--- src/rtl/muldiv_pkg.sv ---
// Shared encodings for the iterative multiply/divide unit.
// Op codes, FSM states and nominal iterative latency.
package muldiv_pkg;

  localparam logic [1:0] OP_MULT  = 2'd0;
  localparam logic [1:0] OP_MULTU = 2'd1;
  localparam logic [1:0] OP_DIV   = 2'd2;
  localparam logic [1:0] OP_DIVU  = 2'd3;

  typedef enum logic [1:0] {
    S_IDLE = 2'd0,
    S_CALC = 2'd1,
    S_FIX  = 2'd2
  } state_e;

  localparam int MULDIV_LATENCY = 33;

endpackage

--- src/rtl/muldiv_sign_fix.sv ---
// Conditional two's-complement negate of the magnitude
// product, quotient and remainder before HI/LO write-back.
module muldiv_sign_fix #(
  parameter int WIDTH = 32
) (
  input  logic [2*WIDTH-1:0] prod_i,
  input  logic               neg_prod_i,
  input  logic [WIDTH-1:0]   quot_i,
  input  logic               neg_quot_i,
  input  logic [WIDTH-1:0]   rem_i,
  input  logic               neg_rem_i,
  output logic [2*WIDTH-1:0] prod_o,
  output logic [WIDTH-1:0]   quot_o,
  output logic [WIDTH-1:0]   rem_o
);

  assign prod_o = neg_prod_i ? -prod_i : prod_i;
  assign quot_o = neg_quot_i ? -quot_i : quot_i;
  assign rem_o  = neg_rem_i  ? -rem_i  : rem_i;

endmodule

--- src/rtl/mult_div_unit.sv ---
// Iterative MIPS MULT/MULTU/DIV/DIVU unit with private HI/LO.
// MULDIV_FAST_MULT_EN: single-cycle combinational multiply.
module mult_div_unit
  import muldiv_pkg::*;
#(
  parameter int WIDTH = 32,
  parameter int CNT_W = 5
) (
  input  logic             clk,
  input  logic             reset,
  input  logic             start,
  input  logic [1:0]       op,
  input  logic [WIDTH-1:0] data1,
  input  logic [WIDTH-1:0] data2,
  output logic             busy,
  output logic             done,
  output logic             divZero,
  output logic [WIDTH-1:0] hi,
  output logic [WIDTH-1:0] lo
);

  state_e               state_q, state_d;
  logic [CNT_W-1:0]     cnt_q, cnt_d;
  logic [1:0]           op_q, op_d;
  logic                 sa_q, sa_d;
  logic                 sb_q, sb_d;
  logic                 bz_q, bz_d;
  logic [WIDTH-1:0]     araw_q, araw_d;
  logic [WIDTH-1:0]     opnd_q, opnd_d;
  logic [2*WIDTH-1:0]   p_q, p_d;
  logic [WIDTH-1:0]     hi_q, hi_d;
  logic [WIDTH-1:0]     lo_q, lo_d;
  logic                 done_q, done_d;
  logic                 dz_q, dz_d;

  logic                 sgn1, sgn2;
  logic [WIDTH-1:0]     mag1, mag2;
  logic [WIDTH:0]       msum;
  logic [WIDTH:0]       dsh;
  logic                 qbit;
  logic [WIDTH-1:0]     rem_new;
  logic [2*WIDTH-1:0]   fix_prod;
  logic [WIDTH-1:0]     fix_quot;
  logic [WIDTH-1:0]     fix_rem;
  logic                 fast_mult;
  logic [2*WIDTH-1:0]   fast_prod;

  // signed ops work on magnitudes; sign restored in FIX
  assign sgn1 = ~op[0] & data1[WIDTH-1];
  assign sgn2 = ~op[0] & data2[WIDTH-1];
  assign mag1 = sgn1 ? -data1 : data1;
  assign mag2 = sgn2 ? -data2 : data2;

  // multiply step: {acc_hi, multiplier} shifts right
  assign msum = {1'b0, p_q[2*WIDTH-1:WIDTH]}
              + {1'b0, (p_q[0] ? opnd_q : {WIDTH{1'b0}})};

  // restoring divide step: {rem, dividend} shifts left
  assign dsh     = p_q[2*WIDTH-1:WIDTH-1];
  assign qbit    = (dsh >= {1'b0, opnd_q});
  assign rem_new = qbit ? (dsh[WIDTH-1:0] - opnd_q)
                        : dsh[WIDTH-1:0];

`ifdef MULDIV_FAST_MULT_EN
  logic [2*WIDTH-1:0] ext1, ext2;
  assign ext1 = {{WIDTH{sgn1}}, data1};
  assign ext2 = {{WIDTH{sgn2}}, data2};
  assign fast_mult = ~op[1];
  assign fast_prod = ext1 * ext2;
`else
  assign fast_mult = 1'b0;
  assign fast_prod = '0;
`endif

  muldiv_sign_fix #(.WIDTH(WIDTH)) u_fix (
    .prod_i     (p_q),
    .neg_prod_i (sa_q ^ sb_q),
    .quot_i     (p_q[WIDTH-1:0]),
    .neg_quot_i (sa_q ^ sb_q),
    .rem_i      (p_q[2*WIDTH-1:WIDTH]),
    .neg_rem_i  (sa_q),
    .prod_o     (fix_prod),
    .quot_o     (fix_quot),
    .rem_o      (fix_rem)
  );

  // next-state and datapath update
  always_comb begin
    state_d = state_q;
    cnt_d   = cnt_q;
    op_d    = op_q;
    sa_d    = sa_q;
    sb_d    = sb_q;
    bz_d    = bz_q;
    araw_d  = araw_q;
    opnd_d  = opnd_q;
    p_d     = p_q;
    hi_d    = hi_q;
    lo_d    = lo_q;
    done_d  = 1'b0;
    dz_d    = dz_q;
    unique case (state_q)
      S_IDLE: begin
        if (start && fast_mult) begin
          {hi_d, lo_d} = fast_prod;
          done_d = 1'b1;
          dz_d   = 1'b0;
        end else if (start) begin
          op_d    = op;
          sa_d    = sgn1;
          sb_d    = sgn2;
          bz_d    = (data2 == '0);
          araw_d  = data1;
          cnt_d   = '0;
          opnd_d  = op[1] ? mag2 : mag1;
          p_d     = {{WIDTH{1'b0}},
                     (op[1] ? mag1 : mag2)};
          state_d = S_CALC;
        end
      end
      S_CALC: begin
        if (op_q[1])
          p_d = {rem_new, p_q[WIDTH-2:0], qbit};
        else
          p_d = {msum, p_q[WIDTH-1:1]};
        cnt_d = cnt_q + CNT_W'(1);
        if (cnt_q == CNT_W'(WIDTH-1))
          state_d = S_FIX;
      end
      S_FIX: begin
        if (op_q[1]) begin
          if (bz_q) begin
            hi_d = araw_q;
            lo_d = '1;
          end else begin
            hi_d = fix_rem;
            lo_d = fix_quot;
          end
          dz_d = bz_q;
        end else begin
          {hi_d, lo_d} = fix_prod;
          dz_d = 1'b0;
        end
        done_d  = 1'b1;
        state_d = S_IDLE;
      end
      default: state_d = S_IDLE;
    endcase
  end

  // state and datapath registers, synchronous reset
  always_ff @(posedge clk) begin
    if (reset) begin
      state_q <= S_IDLE;
      cnt_q   <= '0;
      op_q    <= '0;
      sa_q    <= 1'b0;
      sb_q    <= 1'b0;
      bz_q    <= 1'b0;
      araw_q  <= '0;
      opnd_q  <= '0;
      p_q     <= '0;
      hi_q    <= '0;
      lo_q    <= '0;
      done_q  <= 1'b0;
      dz_q    <= 1'b0;
    end else begin
      state_q <= state_d;
      cnt_q   <= cnt_d;
      op_q    <= op_d;
      sa_q    <= sa_d;
      sb_q    <= sb_d;
      bz_q    <= bz_d;
      araw_q  <= araw_d;
      opnd_q  <= opnd_d;
      p_q     <= p_d;
      hi_q    <= hi_d;
      lo_q    <= lo_d;
      done_q  <= done_d;
      dz_q    <= dz_d;
    end
  end

  assign busy    = (state_q != S_IDLE);
  assign done    = done_q;
  assign divZero = dz_q;
  assign hi      = hi_q;
  assign lo      = lo_q;

endmodule
--- config.mk ---
export PLATFORM = sky130hd
export DESIGN_NAME = mult_div_unit
export DESIGN_NICKNAME = d
export VERILOG_FILES = /design/src/rtl/muldiv_pkg.sv /design/src/rtl/muldiv_sign_fix.sv /design/src/rtl/mult_div_unit.sv
export SDC_FILE = /design/constraint.sdc
export NUM_CORES = 1
export LEC_CHECK = 0
export ABC_AREA = 1
export BUFFER_PORTS_ARGS = -buffer_cell sky130_fd_sc_hd__buf_2
export CORE_MARGIN = 2
export CORE_UTILIZATION = 40
export CTS_CLUSTER_SIZE = 20
export DETAILED_ROUTE_END_ITERATION = 16
export GPL_ROUTABILITY_DRIVEN = 1
export SYNTH_ARGS = -nofsm -noshare
export SYNTH_HDL_FRONTEND = slang
export SYNTH_HIERARCHICAL = 1
export SYNTH_SLANG_ARGS = --single-unit
export TNS_END_PERCENT = 100
--- constraint.sdc ---
create_clock -name clk -period 5.9 [get_ports clk]
set_clock_uncertainty 0.2 [all_clocks]
set_input_delay 0.885 -clock clk [delete_from_list [all_inputs] [get_ports clk]]
set_output_delay 0.885 -clock clk [all_outputs]
set_load 0.01 [all_outputs]
# Yosys cells after proc, flatten, opt, wreduce, memory -nomap -nowiden
# Cells that the tools add are included.
totals:
  wordCells: 61
  regBits: 206
  output_inout_bits: 67
  in_bits: 69
op_classes:
  n_mux: 23
  n_lt_le_gt_ge: 1
  n_eq_ne: 5
  n_reduce_logical: 7
  bitwise: 4
  add_sub_neg: 8
ops:
  columns: ["operator", "count"]
  rows:
  - ["$mux W32", 12]
  - ["$mux W64", 3]
  - ["$neg A32 Y32", 4]
  - ["$pmux W64 S2", 1]
  - ["$neg A64 Y64", 1]
  - ["$add A32 B32 Y33", 1]
  - ["$ge A33 B32 Y1", 1]
  - ["$logic_not A32 Y1", 1]
  - ["$sub A32 B32 Y32", 1]
  - ["$pmux W5 S2", 1]
  - ["$reduce_and A2 Y1", 3]
  - ["$add A5 B1 Y5 const B", 1]
  - ["$eq A5 B5 Y1 const B", 1]
  - ["$mux W5", 1]
  - ["$mux W2", 2]
  - ["$ne A2 B2 Y1 const B", 2]
  - ["$pmux W2 S2", 1]
  - ["$reduce_bool A2 Y1", 2]
  - ["$and A1 B1 Y1", 2]
  - ["$eq A2 B1 Y1 const B", 1]
  - ["$eq A2 B2 Y1 const B", 1]
  - ["$logic_not A2 Y1", 1]
  - ["$mux W1", 2]
  - ["$not A1 Y1", 1]
  - ["$xor A1 B1 Y1", 1]

# Longest topological paths before layout
logic_depth:
  depth_word: 6
  ltp_mapped: 21
  mapped_depth_nobuf: 19

# Modules after synthesis
# The synthesis kept the hierarchy.
by_module_without_submodules:
  columns: ["mod", "seq_area_each_um2", "cells_each", "n_inst", "area_per_inst_um2"]
  rows:
  - ["mult_div_unit", 4103.9, 2900, 1, 16887.4]
  - ["muldiv_sign_fix", 0.0, 903, 1, 4230.3]

# Least setup slack after synthesis
# Ideal clock, no wire load.
synth_path:
  path_type: "reg2reg"
  from: "register p_q[0]"
  to: "register p_q[59]"
  stages_incl_launch_ff: 22
  slack_ns: 2.961
  t_required_ns: 5.568
  arrival_ns: 2.607
  path_cell_list: "dfxtp_1 > clkbuf_1 > clkbuf_1 > nand2_1 > inv_1 > ha_1 > inv_1 > fa_1 > inv_1 > nand3_1 > nand3_1 > nand2_1 > nand2_1 > nand2_1 > nand2_1 > nand2_1 > nand3_1 > nand2_1 > nor2_1 > nor2_1 > nand2_1 > a21oi_1"
synth_between:
  elab_chain_cells: 4
synth_lines:
  columns: ["element", "line", "text"]
  rows:
  - ["start, declared", "mult_div_unit.sv:30", "logic [2*WIDTH-1:0] p_q, p_d;"]
  - ["start signal, assigned", "mult_div_unit.sv:176", "p_q <= p_d;"]
  - ["$mux W32", "mult_div_unit.sv:56", "+ {1'b0, (p_q[0] ? opnd_q : {WIDTH{1'b0}})};"]
  - ["$add A32 B32 Y33", "mult_div_unit.sv:56", null]
  - ["$mux W64", "mult_div_unit.sv:122", "if (op_q[1])"]
  - ["$pmux W64 S2", "mult_div_unit.sv:102", "unique case (state_q)"]
# Every way passes these cells.
# A chain may end at the register's enable or synchronous reset.

# Worst setup path in the final report
layout_path:
  from: "register p_q[50]"
  to: "register p_q[37]"
layout_between:
  elab_chain_cells: 4
layout_lines:
  columns: ["element", "line", "text"]
  rows:
  - ["$ge A33 B32 Y1", "mult_div_unit.sv:60", "assign qbit = (dsh >= {1'b0, opnd_q});"]
  - ["$mux W32", "mult_div_unit.sv:61", "assign rem_new = qbit ? (dsh[WIDTH-1:0] - opnd_q)"]
  - ["$mux W64", "mult_div_unit.sv:122", null]
  - ["$pmux W64 S2", "mult_div_unit.sv:102", null]
# Every way passes these cells.

==> results_dict.tcl <==
set metrics [dict create \
    outcome "complete, no violations" \
    slew_viol_final 0 \
    max-vdd-ir-drop_mv 0.198 \
    synth-compound-area-share_pct 16.7 \
    fp-row-count 84 \
    nNetsFinal 4001 \
    wl_mm 89.0 \
    drt_drc_violations_left 0 \
    wire_per_inst_um 19.5 \
    synth_edf_count 0 \
    synthAdderAreaFrac_pct 4.40 \
    core_area_um2 52300 \
    cts_resized 0 \
    yosysSeqAreaShare_pct 19.4 \
    cp_data_required_time_ps 6130 \
    synth_top_family_by_area "simple AND/OR/NAND/NOR gates" \
    rsz0062_at_grt "no" \
    tns_ps 0 \
    arrival_ps 3670 \
    cts_max_level 1 \
    dieArea_um2 54600 \
    busiest_layer "met1" \
    clock_latency_ps 590 \
    hold_class "register to register" \
    muxShareOfSynthArea_pct 0 \
    hold_viol 0 \
    dr.pass1.iters 10 \
    grtUsageMet1_pct 47.1 \
    cts_tree "yes" \
    antennaDiodeCount 0 \
    use_met3_pct 4.34 \
    finalNonFillerCells 4567 \
    synth_nets 3945 \
    grt_max_degree 101 \
    synth_ff_type "dfxtp_1" \
    cp-start-kind "register" \
    clock-sinks 205 \
    start_util_pct 40.3 \
    synth_area_um2 21100 \
    async_flop_share_pct 0 \
    p_leak_nw 11.9 \
    p_total_mw 5.76 \
    setup_viol 0 \
    areaGrowthSynthToFinish_pct 10.4 \
    die_x_um 234 \
    holdWs_ps 270 \
    dpl.hpwl_mm 69.7 \
    drt-vias-per-instance 5.45 \
    place_congestion 1.00 \
    power_density_nw_per_um2 247 \
    timing.final.crit_share_pct 58.3 \
    drive_above_1_share_pct 8.82 \
    ios 136 \
    synth_simple_gate_area_share_pct 41.3 \
    drt-initial-drc-count 2882 \
    track_usage_pct 31.9 \
    ys_ff_latch 205 \
    dp_cells 4518 \
    cap_violations 0 \
    post_cts_buffers 0 \
    grt_pass1_vias 22152 \
    synth_xor_area_share_pct 5.39 \
    cts_buffers 27 \
    path_class "register to register" \
    fin_crit_ps 3440 \
    grt_use_met2_pct 45.9 \
    clock-root-buffer "clkbuf_16" \
    fin_util_pct 44.5 \
    max_freq_mhz 291 \
    synth_warnings 6 \
    cts.path.max_buffers 3 \
    overflow 0 \
    critical_path.max_fanout 19 \
    ant_nets 0 \
    vias 24883 \
    worstMarginPinSlew_ps 1130 \
    die_height_um 234 \
    grt_pass1_wl_mm 134 \
    antenna_found_initial 1 \
    max_slew_margin_pct 24.8 \
    post_synth_inst_count 3803 \
    syn_avg_cell_area_um2 5.55 \
    cts_hold_buf 0 \
    synthDistinctLibCells 53 \
    clk_pin_slew_ps 70 \
    numPortBuffers 135 \
    end_kind "register" \
]
[routing by layer]
layer	up-vias	wire, µm	share of wire, %
met2	1217	35700	40
li1	12264	-	-
met1	11226	40300	45
met3	174	8820	9.9
met4	2	4140	4.7
met5	-	7	0.0079
[final timing paths]
check                        start                    end  slack (ps)  cells past startpoint
max           p_q[50]$_SDFFE_PP0P_   p_q[37]$_SDFFE_PP0P_        2460                     15
min reg2reg  cnt_q[3]$_SDFFE_PP0P_  cnt_q[3]$_SDFFE_PP0P_         270                      2
min          cnt_q[3]$_SDFFE_PP0P_  cnt_q[3]$_SDFFE_PP0P_         270                      2
max reg2reg   p_q[50]$_SDFFE_PP0P_   p_q[37]$_SDFFE_PP0P_        2460                     15
[worst max-delay path, stage by stage, from the launching register on]
cell     delay [ps]
dfxtp_1         880
ha_1            440
nand2_1         150
inv_1            50
nand2_1          60
nand2_1          60
nand2_1          60
nand2_1          60
nand2_1          80
nand2_2          80
nor2_8          250
nand2_8         170
nor2_4          440
nand2_1         130
nand3_2         100
a21oi_1          50
[area by class of cell]
cell class	instances	area (µm²)
fill	5934	29000
multi-input combinational	2900	14400
sequential	205	4110
inverter	556	2090
timing repair buffer	169	931
tap	688	861
clock buffer	30	697
clock inverter	19	259
[sequential cells by signal (all words and copies together), names as in the netlist, 2 cells and up]
signal / count
p_q: 64
lo: 32
opnd_q: 32
cnt_q: 5
hi: 32
state_q: 2
araw_q: 32
[through the flow]
stage               area (µm²)  worst slack [ps]
floorplan                21100              2960
detailed placement       22400              2380
CTS                      23300              2470
global route             23300              2040
global placement         22400              2420
finish                   23300              2460
[cells in the mapped netlist (all sizes together) (30+ instances only)]
library cell  instances  area share, %
nand2              1215             22
inv                 554            9.9
nor2                420            8.2
nand3               301            7.4
a21oi               258            6.3
o21ai               255            6.3
dfxtp               205             19
clkbuf              112            2.0
xor2                 88            3.6
ha                   71            4.2
nand4                67            2.0
a31oi                46            1.4
xnor2                42            1.7
o22ai                34            1.0
buf                  30           0.84
[logic make-up (layout without fill, tap and decap cells)]
| group | Yosys count | count (layout) |
|---|---|---|
| flip-flops | 205 | 205 |
| adder cells (fa/ha/maj) | 73 | 73 |
| buffers and inverters | 698 | 774 |
| XOR/XNOR | 130 | 130 |
| AO/OA/AOI/OAI | 640 | 640 |
| AND/OR/NAND/NOR | 2057 | 2057 |
[layout by cell type, fill, tap and decap left out, drive strengths merged, types with 46 or more instances in the layout]
| master | Yosys | final |
|---|---|---|
| a31oi | 46 | 46 |
| buf | 30 | 169 |
| nand2 | 1215 | 1215 |
| ha | 71 | 71 |
| inv | 554 | 556 |
| nor2 | 420 | 420 |
| dfxtp | 205 | 205 |
| nand3 | 301 | 301 |
| a21oi | 258 | 258 |
| o21ai | 255 | 255 |
| nand4 | 67 | 67 |
| xor2 | 88 | 88 |
[power by group]
group / switching (mW) / internal (mW) / total [mW]
Sequential: 0.181 / 1.46 / 1.64
Clock: 0.747 / 1.08 / 1.83
Combinational: 1.59 / 0.700 / 2.29
(Power assumes the default switching activity.)
